## src/rtl/ddr3_rdchk_fifo.sv

```systemverilog
// Synchronous first-word-fall-through FIFO holding expected read beats.
module ddr3_rdchk_fifo #(
  parameter int DATA_W     = 64,
  parameter int DEPTH_LOG2 = 3
) (
  input  logic              clk,
  input  logic              rst,
  input  logic              clr,
  input  logic              push,
  input  logic [DATA_W-1:0] din,
  input  logic              pop,
  output logic [DATA_W-1:0] dout,
  output logic              full,
  output logic              empty
);
  localparam int DEPTH = 2 ** DEPTH_LOG2;
  localparam logic [DEPTH_LOG2:0] DEPTH_CNT = DEPTH[DEPTH_LOG2:0];

  logic [DATA_W-1:0]     mem [DEPTH];
  logic [DEPTH_LOG2-1:0] wr_ptr;
  logic [DEPTH_LOG2-1:0] rd_ptr;
  logic [DEPTH_LOG2:0]   count;
  logic                  wr_en;
  logic                  rd_en;

  assign full  = (count == DEPTH_CNT);
  assign empty = (count == '0);
  assign dout  = mem[rd_ptr];
  assign rd_en = pop & ~empty;
  // a full FIFO still takes a push when the head leaves in the same cycle
  assign wr_en = push & (~full | rd_en);

  always_ff @(posedge clk) begin
    if (wr_en) mem[wr_ptr] <= din;
  end

  always_ff @(posedge clk) begin
    if (rst || clr) begin
      wr_ptr <= '0;
      rd_ptr <= '0;
      count  <= '0;
    end else begin
      if (wr_en) wr_ptr <= wr_ptr + 1'b1;
      if (rd_en) rd_ptr <= rd_ptr + 1'b1;
      case ({wr_en, rd_en})
        2'b10:   count <= count + 1'b1;
        2'b01:   count <= count - 1'b1;
        default: count <= count;
      endcase
    end
  end
endmodule

```

## config.mk

```make
export PLATFORM = sky130hd
export DESIGN_NAME = ddr3_rdchk_fifo
export DESIGN_NICKNAME = d
export VERILOG_FILES = /design/src/rtl/ddr3_rdchk_fifo.sv
export SDC_FILE = /design/constraint.sdc
export NUM_CORES = 1
export LEC_CHECK = 0
export CAP_MARGIN = 0
export CORE_ASPECT_RATIO = 1.4
export CORE_MARGIN = 2
export CORE_UTILIZATION = 53
export CTS_BUF_LIST = sky130_fd_sc_hd__clkbuf_4
export CTS_CLUSTER_DIAMETER = 30
export DETAILED_ROUTE_END_ITERATION = 10
export GPL_TIMING_DRIVEN = 1
export HOLD_SLACK_MARGIN = 0.08
export PLACE_DENSITY = 0.79
export SETUP_SLACK_MARGIN = 0.1
export SKIP_CTS_REPAIR_TIMING = 1
export SLEW_MARGIN = 0
export SYNTH_ARGS = -nofsm -noshare
export SYNTH_HDL_FRONTEND = slang
export SYNTH_SLANG_ARGS = --single-unit
```

## constraint.sdc

```tcl
create_clock -name clk -period 10.6 [get_ports clk]
set_input_delay 2.65 -clock clk [delete_from_list [all_inputs] [get_ports clk]]
set_output_delay 2.65 -clock clk [all_outputs]
set_load 0.02 [all_outputs]
```

Word level (Yosys, flattened, before mapping):

Memory sizes are Yosys's and may differ from the RTL's. A register that Yosys moved wholly into a read port is not among the register bits.
Cells that the tools add are included.

* reductions and logical operators: 3
* bitwise operators: 5
* add/subtract/negate cells: 4
* equality and inequality tests: 3
* muxes and demuxes: 5

Operators by type and width (count)
* 4-bit case mux with 2 select lines: 1
* 3-bit by 1-bit adder with 3-bit output (second input constant): 2
* 3-bit two-way mux: 2
* 4-bit by 1-bit adder with 4-bit output (second input constant): 1
* 4-bit equality test (second input constant): 1
* 4-bit logical NOT: 1
* 4-bit by 1-bit subtractor with 4-bit output (second input constant): 1
* 1-bit AND: 2
* 2-bit by 1-bit equality test with 1-bit output (second input constant): 1
* 2-bit equality test (second input constant): 1
* 1-bit two-way mux: 2
* 1-bit inverter: 2
* 2-bit nonzero test: 1
* 1-bit logical OR: 1
* 1-bit OR: 1

* logic and storage cells: 24
* memories kept: 1
* register bits: 10
* bits in writable memories: 512

Memories
* mem: depth 8, width 64, rd ports 1, clocked after memory_dff 1, write ports 1, line 19 `logic [DATA_W-1:0] mem [DEPTH];`

Depth between registers and ports, before layout:

Gate-level depths: netlist of the first run.

* depth in word-level cells: 7
* gate-level depth with buffers: 10
* mapped depth without buffers: 9

Least setup slack after synthesis of the first run:

OpenSTA, ideal clock, no wires.

* kind: input-to-reg
* start: in pop
* end: mem mem[0][0] (enable)
* library setup time: 0.644 ns
* data arrival time: 9.251 ns
* data required time: 9.956 ns
* slack: 0.705 ns
* path buffers: 1
* stages on the path: 4
* path through: clkbuf_1 nand2b_1 o21ai_4 nor4_1

* cells in the longest elaborated chain, start to end: 5

Ends and longest elaborated chain
* start, declared: line 11 `input logic pop,`
* 1-bit AND: line 29 `assign rd_en = pop & ~empty;`
* 1-bit OR: line 31 `assign wr_en = push & (~full | rd_en);`
* 1-bit AND: line 31
* 1-bit two-way mux: line 34 `if (wr_en) mem[wr_ptr] <= din;`
* 1-bit two-way mux (implied by the code): line 34
* end, declared: line 19

Every way passes these cells.

==> results.toml, run 1 <==
[status]
outcome = "complete, no violations"

[floorplan]
num_rows = 84
die_h_um = 234
io_pins = 135
core_area_um2 = 37300
floorplan.initialDensity_pct = 53.5
die_w_um = 168
die-area_um2 = 39200

[synthesis]
synth-edff-count = 512
synth_top_cell_area_share_pct = 77.1
syn-cell-area_um2 = 20000
avgSynthCellArea_um2 = 24.2
ys_ff_latch = 525
synth_area_leaders = "edfxtp_1 (77%), mux4_2 (14%), mux2_2 (3.6%)"
ys_seq_area_share_pct = 78.4
syn_nets = 898
synthCells = 824
yosys.area.top_type = "edfxtp_1"
synth_warnings = 0
synthFlopType = "edfxtp_1"
synthArstFlopShare_pct = 0
synth_cell_types = 38

[pwr]
pwr-share-comb_pct = 5.5
power_density_nw_per_um2 = 174
p_int_mw = 3.20
ir_drop_mv = 0.0858
p_sw_share_pct = 21.2
pwr-share-clk_pct = 37.4
seqPwrFrac_pct = 57.1
cellLeakagePower_nw = 7.34
switchingPower_mw = 0.858

[worst_setup_path]
cp-endpoint = "dout[63]"
crit_path_end_kind = "primary output"
path_class = "reg2out"
worstPathRequired_ns = 7.95
reg2reg_depth = 9
r2r_slack_ns = 8.09
crit_path_start_kind = "flip-flop"
reg2reg_from = "count[1]$_SDFFE_PP0P_"
cp_max_fo = 78
arrival_ns = 3.98
r2r-end = "count[3]$_SDFFE_PP0P_"

[place]
portBuffers = 134
gp_congestion = 0.693
dpl.hpwl_um = 19600
dp_slack_ns = 4.73

[sta]
min_period_ns = 6.63
max_freq_mhz = 151
rsz0062_at_grt = "no"
layout_worst_path_cycle_share_pct = 62.5
fin_tns_setup_ns = 0
setup_ws_ns = 3.97
tightest_slew_ns = 1.16
final_max_slew_viol_count = 0
hold_violations = 0
setup_viol = 0
relSlewSlack_pct = 22.9
finalClockSkew_ns = 0.0467

[detailed_routing]
drt_iter0_drc = 583
drtPass1Iterations = 5
viasPerCell = 5.68
vias = 9220
antenna_left = 0
wl_per_cell_um = 23.0
drc = 0
wl_um = 37200

[global_routing]
grt_pass1_wl_um = 55400
gr-total-overflow = 0
grt_pass1_vias = 9734
antenna_found_initial = 5
grt_use_total_pct = 19.3
grt_max_degree = 79

[final_layout]
final_common_cell = "edfxtp_1"
syn_to_final_growth_pct = 17.0
nNetsFinal = 1130
multi_input_area_um2 = 4100
fillers = 2464
regArea_um2 = 15600
drive_gt1_share_pct = 36.5
layout_common_cells = "edfxtp_1 (512), clkbuf_4 (175), clkdlybuf4s50_1 (134)"

[clocking]
cts_tree = "built"
cts.clk_slew.worst_paths_ns = 0.06
cts_sinks = 525
cts.htree.levels = 3
clockBufferDepth = 3
clk_latency_ns = 0.82
cts_buffers = 116
cts-root-buf = "clkbuf_4"

[run]
cap_violations = 0

[worst_hold_path]
hold_class = "reg2reg"
## power groups by stage
stage	clock (mW)	combinational, mW	sequential [mW]
floorplan	0	0.120	2.36
global placement	0	0.220	2.36
detailed placement	0	0.225	2.36
CTS	1.56	0.226	2.31
global route	1.67	0.237	2.32
finish	1.52	0.222	2.31
## layer usage
layer / wire length [um] / global-route usage, %
met1: 14600 / 24.0
met2: 19600 / 32.7
met3: 2140 / 4.66
met4: 879 / 8.07
met5: 27 / 0
## metrics by stage
stage	instance area (um^2)	instances	utilization (%)	hold WS, ns	power, mW
2_1_floorplan	20000	824	-	0.485	2.48
3_3_place_gp	21800	1411	58.5	0.505	2.58
3_5_place_dp	21800	1411	58.5	0.511	2.59
4_1_cts	23300	1618	62.5	0.528	4.10
5_1_grt	23300	1622	62.6	0.569	4.22
6_report	23300	1622	62.6	0.521	4.05
## worst max-delay path, stage by stage (launching register included)
cell	delay [ns]
dfxtp_4	0.81
buf_4	0.93
mux4_2	0.42
mux2_2	0.33
clkdlybuf4s50_1	0.55
## cell families (layout without fill, tap and decap cells)
group	count (synthesis)	count (layout)	synth area share, %
compound gates	14	14	0.590
xor+xnor	7	7	0.307
flops	525	525	78.4
fa+ha+maj	5	5	0.351
simple gates	34	34	0.834
mux	195	195	18.2
other cells	0	4	0
buf+inv	44	365	1.34
## synthesized netlist by cell type, drive strengths merged, types with 2 or more instances
library cell / instances
mux4: 128
mux2: 64
nor3: 5
clkbuf: 14
edfxtp: 512
buf: 26
xnor2: 3
o211ai: 3
nor2: 15
mux2i: 3
inv: 4
o21ai: 2
a21oi: 2
xor2: 4
nand2: 2
dfxtp: 13
ha: 4
nand2b: 4
a211oi: 3
## registers in the layout (all words and copies together) (netlist names), named ones only
signal  count
mem       512
count       4
rd_ptr      3
wr_ptr      3
## cell type report
cell class	instances	share of cell area, %
inverters	4	0.0643
well taps	473	2.54
clock inverters	32	0.766
multi-input cells	255	17.6
diodes	4	0.0429
flip-flops and latches	525	67.0
clock buffers	175	5.63
repair buffers	154	6.39
## how the worst min path moves through the flow
stage	startpoint	endpoint	slack, ns	depth (start not counted)
detailed placement	rd_ptr[2]$_SDFFE_PP0N_	flip-flop	0.51	2
CTS	rd_ptr[2]$_SDFFE_PP0N_	rd_ptr[2]$_SDFFE_PP0N_	0.53	2
global route	rd_ptr[0]$_SDFFE_PP0N_	flip-flop	0.57	2
finish	rd_ptr[2]$_SDFFE_PP0N_	rd_ptr[2]$_SDFFE_PP0N_	0.52	2
floorplan	rd_ptr[2]$_SDFFE_PP0N_	flip-flop	0.48	2
global placement	rd_ptr[2]$_SDFFE_PP0N_	flip-flop	0.51	2
Power figures use the tool's default switching activity.
==> run 2: changes to the inputs <==
Clock period 10.6 ns to 6.9 ns, I/O delays scaled along.
==> run 2 against run 1 <==
  * Cell area up 0.69%
  * Die area unchanged
  * Count of clock-buffer cells in the layout unchanged
  * Clock power up 60%
  * Register-to-register slack worse by 3.9 ns
  * Core utilization up 0.43 points
==> results.toml, run 2 (synthesis gave the netlist of run 1 again) <==
[pwr]
ir_drop_mv = 0.145
switchingPower_mw = 1.31
pwr-share-clk_pct = 38.3
power_density_nw_per_um2 = 269
p_sw_share_pct = 20.7
p_int_mw = 5.02
cellLeakagePower_nw = 7.40
seqPwrFrac_pct = 56.2
pwr-share-comb_pct = 5.5

[worst_setup_path]
cp_max_fo = 33
arrival_ns = 3.58
critPathSlowestCell = "dfxtp_4"
worstPathRequired_ns = 5.18
reg2reg_depth = 4
crit_chain = "buf_4 > mux4_2 > mux2_2 > clkdlybuf4s50_1"
reg2reg_from = "count[0]$_SDFFE_PP0P_"
crit_path_start_kind = "flip-flop"
path_class = "reg2out"
r2r_slack_ns = 4.15
r2r-end = "mem[6][59]$_DFFE_PP_"
cp_slowest_stage_delay_ns = 0.78
crit_path_end_kind = "primary output"

[global_routing]
antenna_found_initial = 5
grt_use_total_pct = 19.7
grt_max_degree = 75
grt_pass1_vias = 9991
grt_pass1_wl_um = 57000
gr-total-overflow = 0

[final_layout]
layout_common_cells = "edfxtp_1 (512), clkbuf_4 (175), clkdlybuf4s50_1 (134)"
largest_registers = "mem: 512 flops, count: 4 flops"
final_cell_count_no_fill = 1626
final_common_cell = "edfxtp_1"
largest-register = "mem"
fillers = 2515
largest_register_ffs = 512
syn_to_final_growth_pct = 17.8
nNetsFinal = 1131
drive_gt1_share_pct = 36.2

[clocking]
cts_tree = "built"
cts.clk_slew.worst_paths_ns = 0.07
cts_sinks = 525
clockBufferDepth = 3
cts-root-buf = "clkbuf_4"
cts_buffers = 115
cts.htree.levels = 3
clk_latency_ns = 0.81

[floorplan]
die_h_um = 234
io_pins = 135
die_w_um = 168
die-area_um2 = 39200
num_rows = 84
core_area_um2 = 37300
floorplan.initialDensity_pct = 53.5

[sta]
tightest_slew_ns = 1.05
hold_violations = 0
layout_worst_path_cycle_share_pct = 76.9
final_max_slew_viol_count = 0
relSlewSlack_pct = 29.9
rsz0062_at_grt = "no"
min_period_ns = 5.30
setup_ws_ns = 1.60
max_freq_mhz = 189
setup_viol = 0
finalClockSkew_ns = 0.0326

[place]
dpl.hpwl_um = 21000
dp_slack_ns = 2.29
portBuffers = 134
gp_congestion = 0.756
dp_cells = 1413

[worst_hold_path]
min_to = "rd_ptr[2]$_SDFFE_PP0N_"
holdPathStages = 2
min_from = "rd_ptr[2]$_SDFFE_PP0N_"
hold_class = "reg2reg"

[status]
outcome = "complete, no violations"

[detailed_routing]
wl_um = 37500
wl_per_cell_um = 23.1
antenna_left = 0
drtPass1Iterations = 5
drt_iter0_drc = 647
drc = 0
vias = 9267
viasPerCell = 5.70

[run]
cap_violations = 0
-- run 2: per-stage QoR --
stage	area [um^2]	util (%)	power (mW)	setup TNS, ns	hold WS, ns
3_5_place_dp	21900	58.8	3.98	0	0.528
5_1_grt	23500	63.0	6.58	0	0.580
3_3_place_gp	21900	58.8	3.97	0	0.501
4_1_cts	23500	63.0	6.41	0	0.548
6_report	23500	63.0	6.33	0	0.540
2_1_floorplan	20000	-	3.81	-64.53	0.485
-- run 2: worst max path at each step --
stage,from,to,slack [ns],cells past startpoint
floorplan,pop,mem[1][0]$_DFFE_PP_,-0.34,4
global placement,flip-flop,dout[53],2.31,4
detailed placement,pop,mem[7][50]$_DFFE_PP_,2.29,5
CTS,flip-flop,dout[62],1.38,4
global route,flip-flop,dout[61],1.29,4
finish,flip-flop,dout[57],1.60,4
-- run 2: power by group through the flow --
stage	Clock [mW]	Sequential (mW)	Combinational [mW]
2_1_floorplan	0	3.62	0.185
3_3_place_gp	0	3.62	0.342
3_5_place_dp	0	3.63	0.351
4_1_cts	2.50	3.56	0.352
5_1_grt	2.65	3.56	0.369
6_report	2.43	3.56	0.346
-- run 2: cell type report --
| cell class | instances | area (um^2) | share of cell area, % |
|---|---|---|---|
| clock inverter | 34 | 248 | 1.05 |
| antenna | 4 | 10.0 | 0.0426 |
| multi-input combinational | 255 | 4110 | 17.5 |
| sequential | 525 | 15600 | 66.6 |
| tap | 473 | 592 | 2.52 |
| clock buffer | 175 | 1310 | 5.59 |
| timing repair buffer | 156 | 1570 | 6.67 |
| inverter | 4 | 15.0 | 0.0639 |
-- run 2: worst max-delay path: cells and delay by family, from the launching register on --
family | cells | cell delay, ns
multiplexers | 2 | 0.89
flip-flops | 1 | 0.78
buffers and inverters | 2 | 1.09
-- run 2: per-layer routing --
layer | vias up | track usage [%] | wire, um
met5 | - | 0 | 16
met4 | 2 | 8.86 | 981
met3 | 71 | 4.08 | 1910
met2 | 285 | 34.5 | 20200
met1 | 4846 | 23.8 | 14400
li1 | 4063 | - | -
